File: src/rtl/timer_pkg.sv
// Shared types and constants for the multi-channel timer.
package timer_pkg;

  typedef enum logic {
    IDLE = 1'b0,
    RUN  = 1'b1
  } chan_state_t;

  localparam logic MODE_PERIODIC = 1'b0;
  localparam logic MODE_ONESHOT  = 1'b1;

endpackage

File: src/rtl/timer_channel.sv
// One timer channel: IDLE/RUN FSM with a WIDTH-bit down-counter and a
// registered one-cycle terminal-count strobe. busy mirrors the FSM state.
module timer_channel
  import timer_pkg::*;
#(
  parameter int WIDTH = 16
) (
  input  logic             clk,
  input  logic             rst,
  input  logic             tick,
  input  logic             en,
  input  logic             start,
  input  logic             stop,
  input  logic             mode,
  input  logic [WIDTH-1:0] period,
  output logic             tc,
  output logic             busy,
  output logic [WIDTH-1:0] count
);

  chan_state_t      state_q, state_d;
  logic [WIDTH-1:0] ctr_q, ctr_d;
  logic             tc_q, tc_d;

  // Priority inside RUN: start reload, then stop, then expiry, then decrement.
  always_comb begin
    state_d = state_q;
    ctr_d   = ctr_q;
    tc_d    = 1'b0;
    case (state_q)
      IDLE: begin
        if (start) begin
          state_d = RUN;
          ctr_d   = period;
        end
      end
      RUN: begin
        if (start) begin
          ctr_d = period;
        end else if (stop) begin
          state_d = IDLE;
        end else if (tick && en) begin
          if (ctr_q == '0) begin
            tc_d = 1'b1;
            if (mode == MODE_ONESHOT) begin
              state_d = IDLE;
            end else begin
              ctr_d = period;
            end
          end else begin
            ctr_d = ctr_q - 1'b1;
          end
        end
      end
      default: state_d = IDLE;
    endcase
  end

  always_ff @(posedge clk) begin
    if (rst) begin
      state_q <= IDLE;
      ctr_q   <= '0;
      tc_q    <= 1'b0;
    end else begin
      state_q <= state_d;
      ctr_q   <= ctr_d;
      tc_q    <= tc_d;
    end
  end

  assign tc    = tc_q;
  assign busy  = (state_q == RUN);
  assign count = ctr_q;

endmodule

File: src/rtl/multi_timer.sv
// Multi-channel programmable timer: a shared prescaler produces a registered
// tick enable that drives NUM_CH independent down-counting channels.
module multi_timer
  import timer_pkg::*;
#(
  parameter int NUM_CH    = 4,
  parameter int WIDTH     = 16,
  parameter int PRE_WIDTH = 8
) (
  input  logic                    clk,
  input  logic                    rst,
  input  logic [PRE_WIDTH-1:0]    prescale,
  input  logic [NUM_CH-1:0]       en,
  input  logic [NUM_CH-1:0]       start,
  input  logic [NUM_CH-1:0]       stop,
  input  logic [NUM_CH-1:0]       mode,
  input  logic [NUM_CH*WIDTH-1:0] period,
  output logic [NUM_CH-1:0]       tc,
  output logic [NUM_CH-1:0]       busy,
  output logic [NUM_CH*WIDTH-1:0] count
);

  logic [PRE_WIDTH-1:0] pre_ctr_q, pre_ctr_d;
  logic                 tick_q, tick_d;
  logic                 pre_hit;

  // ">=" rather than "==" so lowering prescale mid-count wraps right away.
  assign pre_hit = (pre_ctr_q >= prescale);

  always_comb begin
    tick_d    = pre_hit;
    pre_ctr_d = pre_hit ? '0 : pre_ctr_q + 1'b1;
  end

  always_ff @(posedge clk) begin
    if (rst) begin
      pre_ctr_q <= '0;
      tick_q    <= 1'b0;
    end else begin
      pre_ctr_q <= pre_ctr_d;
      tick_q    <= tick_d;
    end
  end

  for (genvar i = 0; i < NUM_CH; i++) begin : g_ch
    timer_channel #(
      .WIDTH(WIDTH)
    ) u_ch (
      .clk   (clk),
      .rst   (rst),
      .tick  (tick_q),
      .en    (en[i]),
      .start (start[i]),
      .stop  (stop[i]),
      .mode  (mode[i]),
      .period(period[i*WIDTH +: WIDTH]),
      .tc    (tc[i]),
      .busy  (busy[i]),
      .count (count[i*WIDTH +: WIDTH])
    );
  end

endmodule

File: config.mk
export PLATFORM = sky130hd
export DESIGN_NAME = multi_timer
export DESIGN_NICKNAME = d
export VERILOG_FILES = /design/src/rtl/timer_pkg.sv /design/src/rtl/timer_channel.sv /design/src/rtl/multi_timer.sv
export SDC_FILE = /design/constraint.sdc
export NUM_CORES = 1
export LEC_CHECK = 0
export CAP_MARGIN = 20
export CORE_ASPECT_RATIO = 1.1
export CORE_MARGIN = 4
export CORE_UTILIZATION = 44
export CTS_BUF_LIST = sky130_fd_sc_hd__clkbuf_2
export CTS_CLUSTER_DIAMETER = 100
export DETAILED_ROUTE_END_ITERATION = 7
export PLACE_DENSITY = 0.8
export RECOVER_POWER = 50
export SYNTH_ARGS = -nofsm -noshare
export SYNTH_HDL_FRONTEND = slang
export SYNTH_SLANG_ARGS = --single-unit
File: constraint.sdc
create_clock -name clk -period 2.08 [get_ports clk]
set_input_delay 0.416 -clock clk [delete_from_list [all_inputs] [get_ports clk]]
set_output_delay 0.416 -clock clk [all_outputs]
set_load 0.05 [all_outputs]
Word-level counts from Yosys, hierarchy flattened
Index checks and enable logic that the tools add are counted.
Operators by class
  $lt $le $gt $ge: 1
  add/subtract/negate cells: 5
  equality and inequality tests: 16
  mux-type cells: 60
  reductions and logical operators: 17
  bitwise operators: 8
Operator list (count)
  $mux W16: 24
  $pmux W16 S2: 4
  $logic_not A16 Y1: 4
  $sub A16 B1 Y16 const B: 4
  $mux W1: 28
  $ne A3 B3 Y1 const B: 8
  $reduce_or A5 Y1: 4
  $ne A4 B4 Y1 const B: 4
  $reduce_and A4 Y1: 4
  $add A8 B1 Y8 const B: 1
  $ge A8 B8 Y1: 1
  $ne A2 B2 Y1 const B: 4
  $not A1 Y1: 8
  $pmux W1 S2: 4
  $logic_and A1 B1 Y1: 4
  $reduce_or A2 Y1: 1
Word-level totals
  logic and storage cells: 121
  register bits: 81
  bits of input ports: 90

Depth between registers and ports, before layout
Gate-level depths: netlist of run 1.
  word-level depth: 6
  depth in mapped cells: 10
  depth with buffers taken out: 8

Modules after synthesis
From an unflattened synthesis of run 1, not the netlist that was laid out.
Second synthesis, totals
  cell total of the unflattened synthesis: 667
  area total of the unflattened synthesis: 5733.0 µm²
Modules (own cells, without submodules)
  timer_channel (g_ch[0].u_ch ...): times used 3, sequential area each 360.3 µm², cells each 150, area each 1281.2 µm²
  timer_channel (g_ch[3].u_ch): times used 1, sequential area each 360.3 µm², cells each 158, area each 1298.7 µm²
  multi_timer: times used 1, sequential area each 180.2 µm², cells each 59, area each 590.6 µm²

Least setup slack after synthesis of run 1
No wires, ideal clock.
  path kind: register -> register
  start point: register g_ch[0].u_ch.ctr_q[0]
  end point: register g_ch[0].u_ch.ctr_q[5]
  setup time: 0.128 ns
  arrival time: 2.352 ns
  slack: -0.399 ns
  path buffers: 1
  cell stages (with the launch flop): 10
  cells stage by stage: dfxtp_1 > inv_1 > ha_1 > nor3b_1 > and4_1 > nor2b_1 > clkbuf_1 > mux2i_1 > a2bb2oi_1 > nor2_1
On the way
  longest elaborated chain between the ends: 6
  elaborated cells between the ends (all ways): 9
  those cells by class: 1 x add/sub; 1 x eq/ne; 5 x mux; 2 x reduce/logical
RTL lines
  start, declared: RTL line timer_channel.sv:22  | logic [WIDTH-1:0] ctr_q, ctr_d;
  start signal, assigned: RTL line timer_channel.sv:66  | ctr_q <= ctr_d;
  $sub A16 B1 Y16 or $logic_not A16 Y1 (tied branches): RTL line timer_channel.sv:51, timer_channel.sv:43
  $mux W16: RTL line timer_channel.sv:43  | if (ctr_q == '0) begin
  $mux W16: RTL line timer_channel.sv:42  | end else if (tick && en) begin
  $mux W16: RTL line timer_channel.sv:40  | end else if (stop) begin
  $mux W16: RTL line timer_channel.sv:38  | if (start) begin
  $pmux W16 S2: RTL line timer_channel.sv:30  | case (state_q)
Parallel ways exist; a longest one is shown, timed or not. The select of a mux whose other input is x is not followed.
A chain may end at the register's enable or synchronous reset.

Worst setup path in the final report of run 1
  start point: register g_ch[2].u_ch.ctr_q[15]
  end point: register g_ch[2].u_ch.ctr_q[8]
On the way
  longest elaborated chain between the ends: 6
  elaborated cells between the ends (all ways): 8
  those cells by class: 1 x eq/ne; 5 x mux; 2 x reduce/logical
RTL lines (RTL line)
  start, declared: timer_channel.sv:22
  start signal, assigned: timer_channel.sv:66
  $logic_not A16 Y1 *: timer_channel.sv:43
  $mux W16: timer_channel.sv:43
  $mux W16: timer_channel.sv:42
  $mux W16: timer_channel.sv:40
  $mux W16: timer_channel.sv:38
  $pmux W16 S2: timer_channel.sv:30
Every way passes the cells marked *; elsewhere a longest branch is shown, timed or not. The select of a mux whose other input is x is not followed.

==> run metrics, run 1 <==
status=finished, final reports clean; global-route wire length before repair=28,000 um; cts bufs inserted=9; worst skew pair latency=510 ps; Pwr Density=584 nW/um2; GRT met2 Usage=0.431; clk sinks=81; placed insts=1,022; Yosys top cell area share=0.318; max_slew headroom=0.636; clock skew=22.0 ps; net switching power=1720 uW; Worst setup EP type=flop; vias in the first global route=5,881; Place WS=-396 ps; DR pass1 iterations=6; die area=13,400 um2; commonest cells after routing, fill and taps aside=88 x clkdlybuf4s50_1, 78 x buf_4, 69 x a21oi_1; Adder-Cell Fraction of Synth Area=0.0417; mapped cell area=5090 um2; Synth Area in Simple Gates=0.280; worst endpoint data arrival time=2420 ps; Synth area leader=dfxtp_1; Slew Limit Fails=0; drc violations=0; Mapped Avg Cell Area=7.43 um2; Post-synth EDFFs=0; switching share of total power=0.392; minimum clock period=2000 ps; GR Overflow Total=0; clock tree buffer depth=2; largest net degree at the start of global routing=40; Compound-Gate Fraction of Synth Area=0.257; most common cell after layout, fill and taps aside=clkdlybuf4s50_1; Yosys warnings=0; hold_buf cts=0; largest family of logic cells by synthesized area=simple AND/OR/NAND/NOR gates; Final Wtd Congestion=0.956; Seq pwr share=0.411; Max-cap violations=0; CTS tree=built; Setup-failing EPs final=0; share of cells above drive strength 1=0.197; crit start category=flop; detailed placer's ending HPWL=13,300 um; top_reg_cell synth=dfxtp_1; Mapped Cells=686; Worst-path clk slew=210 ps; worst setup path category=flop to flop; Placed Area=7320 um2; Max Fclk=499 MHz; Hold WC Path Type=input pin to flop; Non-Filler Instances=1,046; number of port buffers=161; WP data required=2490 ps; Die H=121 um; Leak Pwr=0.00320 uW; hold slack=326 ps; initial antenna violation count=1; Peak supply drop=0.000347 V; GRT Total Usage=0.249; mean routed wirelength per cell=16.8 um; #FFs+latches synth=81; largest cells by area after synthesis=dfxtp_1 32%, a21oi_1 6.9%, o21ai_0 6.3%; syn_nets=793; initial cell density of the core=0.459; Netlist cell types=55; Max H-tree Level=3; Area Overhead vs Synth=47.4%; Setup TNS=0 ps; Combinational Power Share=0.402; fin crit share=0.963; critical path peak fanout=6; Least-Margin Pin Slew=548 ps; initial drt markers=477; Routed WL=17,600 um; Final #Nets=1,000; Routed Antenna Nets=0; Ports=162; xor/xnor cell area share of the yosys netlist=0.0103; GR Layer Usage met3=0.0389; DR vias=6,115; die width=111 um; post-route cell area=7510 um2; min setup slack post-route=77.3 ps; GRT Max-Usage Layer=met2; Int Pwr=2670 uW; Clock Power Share=0.187; Core ar.=11,100 um2; Root Buffer Master=clkbuf_2; grt met1 use=0.306; row cnt=40; mux cell area share after synthesis=0.0258; vias per std cell=5.85; sequential-to-total area share from yosys stat=0.318; FFs w/ async S/R, synth=0; final hold violations=0
per-stage QoR:
step,util,total power [uW]
3_5_place_dp,0.659,3570
6_report,0.676,4390
4_1_cts,0.662,4320
3_3_place_gp,0.659,3530
2_1_floorplan,-,2840
5_1_grt,0.676,4620
registers in the layout, indices dropped and copies added (netlist names):
register,flops
g_ch.u_ch.tc,4
g_ch.u_ch.busy,4
pre_ctr_q,8
tick_q,1
g_ch.u_ch.count,64
final cells by class:
| class | count | area, um2 |
|---|---|---|
| fill | 953 | 3600 |
| multi-input combinational | 527 | 3260 |
| timing repair buffer | 239 | 2150 |
| sequential | 81 | 1670 |
| tap | 147 | 184 |
| inverter | 35 | 131 |
| clock buffer | 11 | 55.1 |
| clock inverter | 5 | 46.3 |
| antenna | 1 | 2.50 |
layer usage:
layer | up-vias | wire [um]
met3 | 55 | 1240
met1 | 2832 | 7110
met5 | - | 0
met2 | 307 | 8690
li1 | 2921 | -
met4 | 0 | 572
worst paths after layout:
| check | cells after the start | endpoint | start | slack (ps) |
|---|---|---|---|---|
| setup / recovery | 6 | g_ch[2].u_ch.count[8] | g_ch[2].u_ch.count[15] | 80 |
| hold reg to reg | 1 | pre_ctr_q[0] | pre_ctr_q[0] | 490 |
| hold / removal | 2 | g_ch[2].u_ch.count[9] | rst | 330 |
| setup reg to reg | 6 | g_ch[2].u_ch.count[8] | g_ch[2].u_ch.count[15] | 80 |
worst max-delay path, cell delays in order (launching register included):
cell and delay (ps):
dfxtp_1 420, nor4_1 390, nand4_1 290, and2_4 290
mux2_2 270, a22oi_1 180, nor2_1 60
power groups by stage:
stage	logic, uW	clock network (uW)	registers (uW)
6_report	1760	820	1800
5_1_grt	1900	901	1820
4_1_cts	1690	839	1790
3_5_place_dp	1740	0	1830
3_3_place_gp	1710	0	1820
2_1_floorplan	712	0	2130
repair_timing:
item	4_1_cts	5_1_grt
setup endpoints to repair	72	67
gates resized for setup	68	45
pin swaps	0	9
setup buffers	0	6
cloned	0	1
cell usage after synthesis (all sizes together) (16+ instances only):
library cell / number
dfxtp: 81
a21oi: 71
o21ai: 66
nor2: 63
nand2: 49
inv: 35
nor3: 34
nand3: 33
clkbuf: 28
nor4: 21
ha: 17
buf: 16
kinds of logic (layout without fill, tap and decap cells):
kind of cell,Yosys count,after routing
compound gates,216,216
xor+xnor,6,6
fa+ha+maj,17,17
buf+inv,79,290
flops,81,81
mux,12,12
other cells,0,1
simple gates,275,276
(Power assumes the default switching activity.)
==> run 2: changes to the inputs <==
SLEW_MARGIN = 20   (was unset)
==> results of run 2 <==
Same layout as run 1: the final DEF is identical, and so are final timing and power.
==> run 3: changes to the inputs <==
SLEW_MARGIN = unset   (was 20)
==> results of run 3 <==
Same layout as run 1: the final DEF is identical, and so are final timing and power.
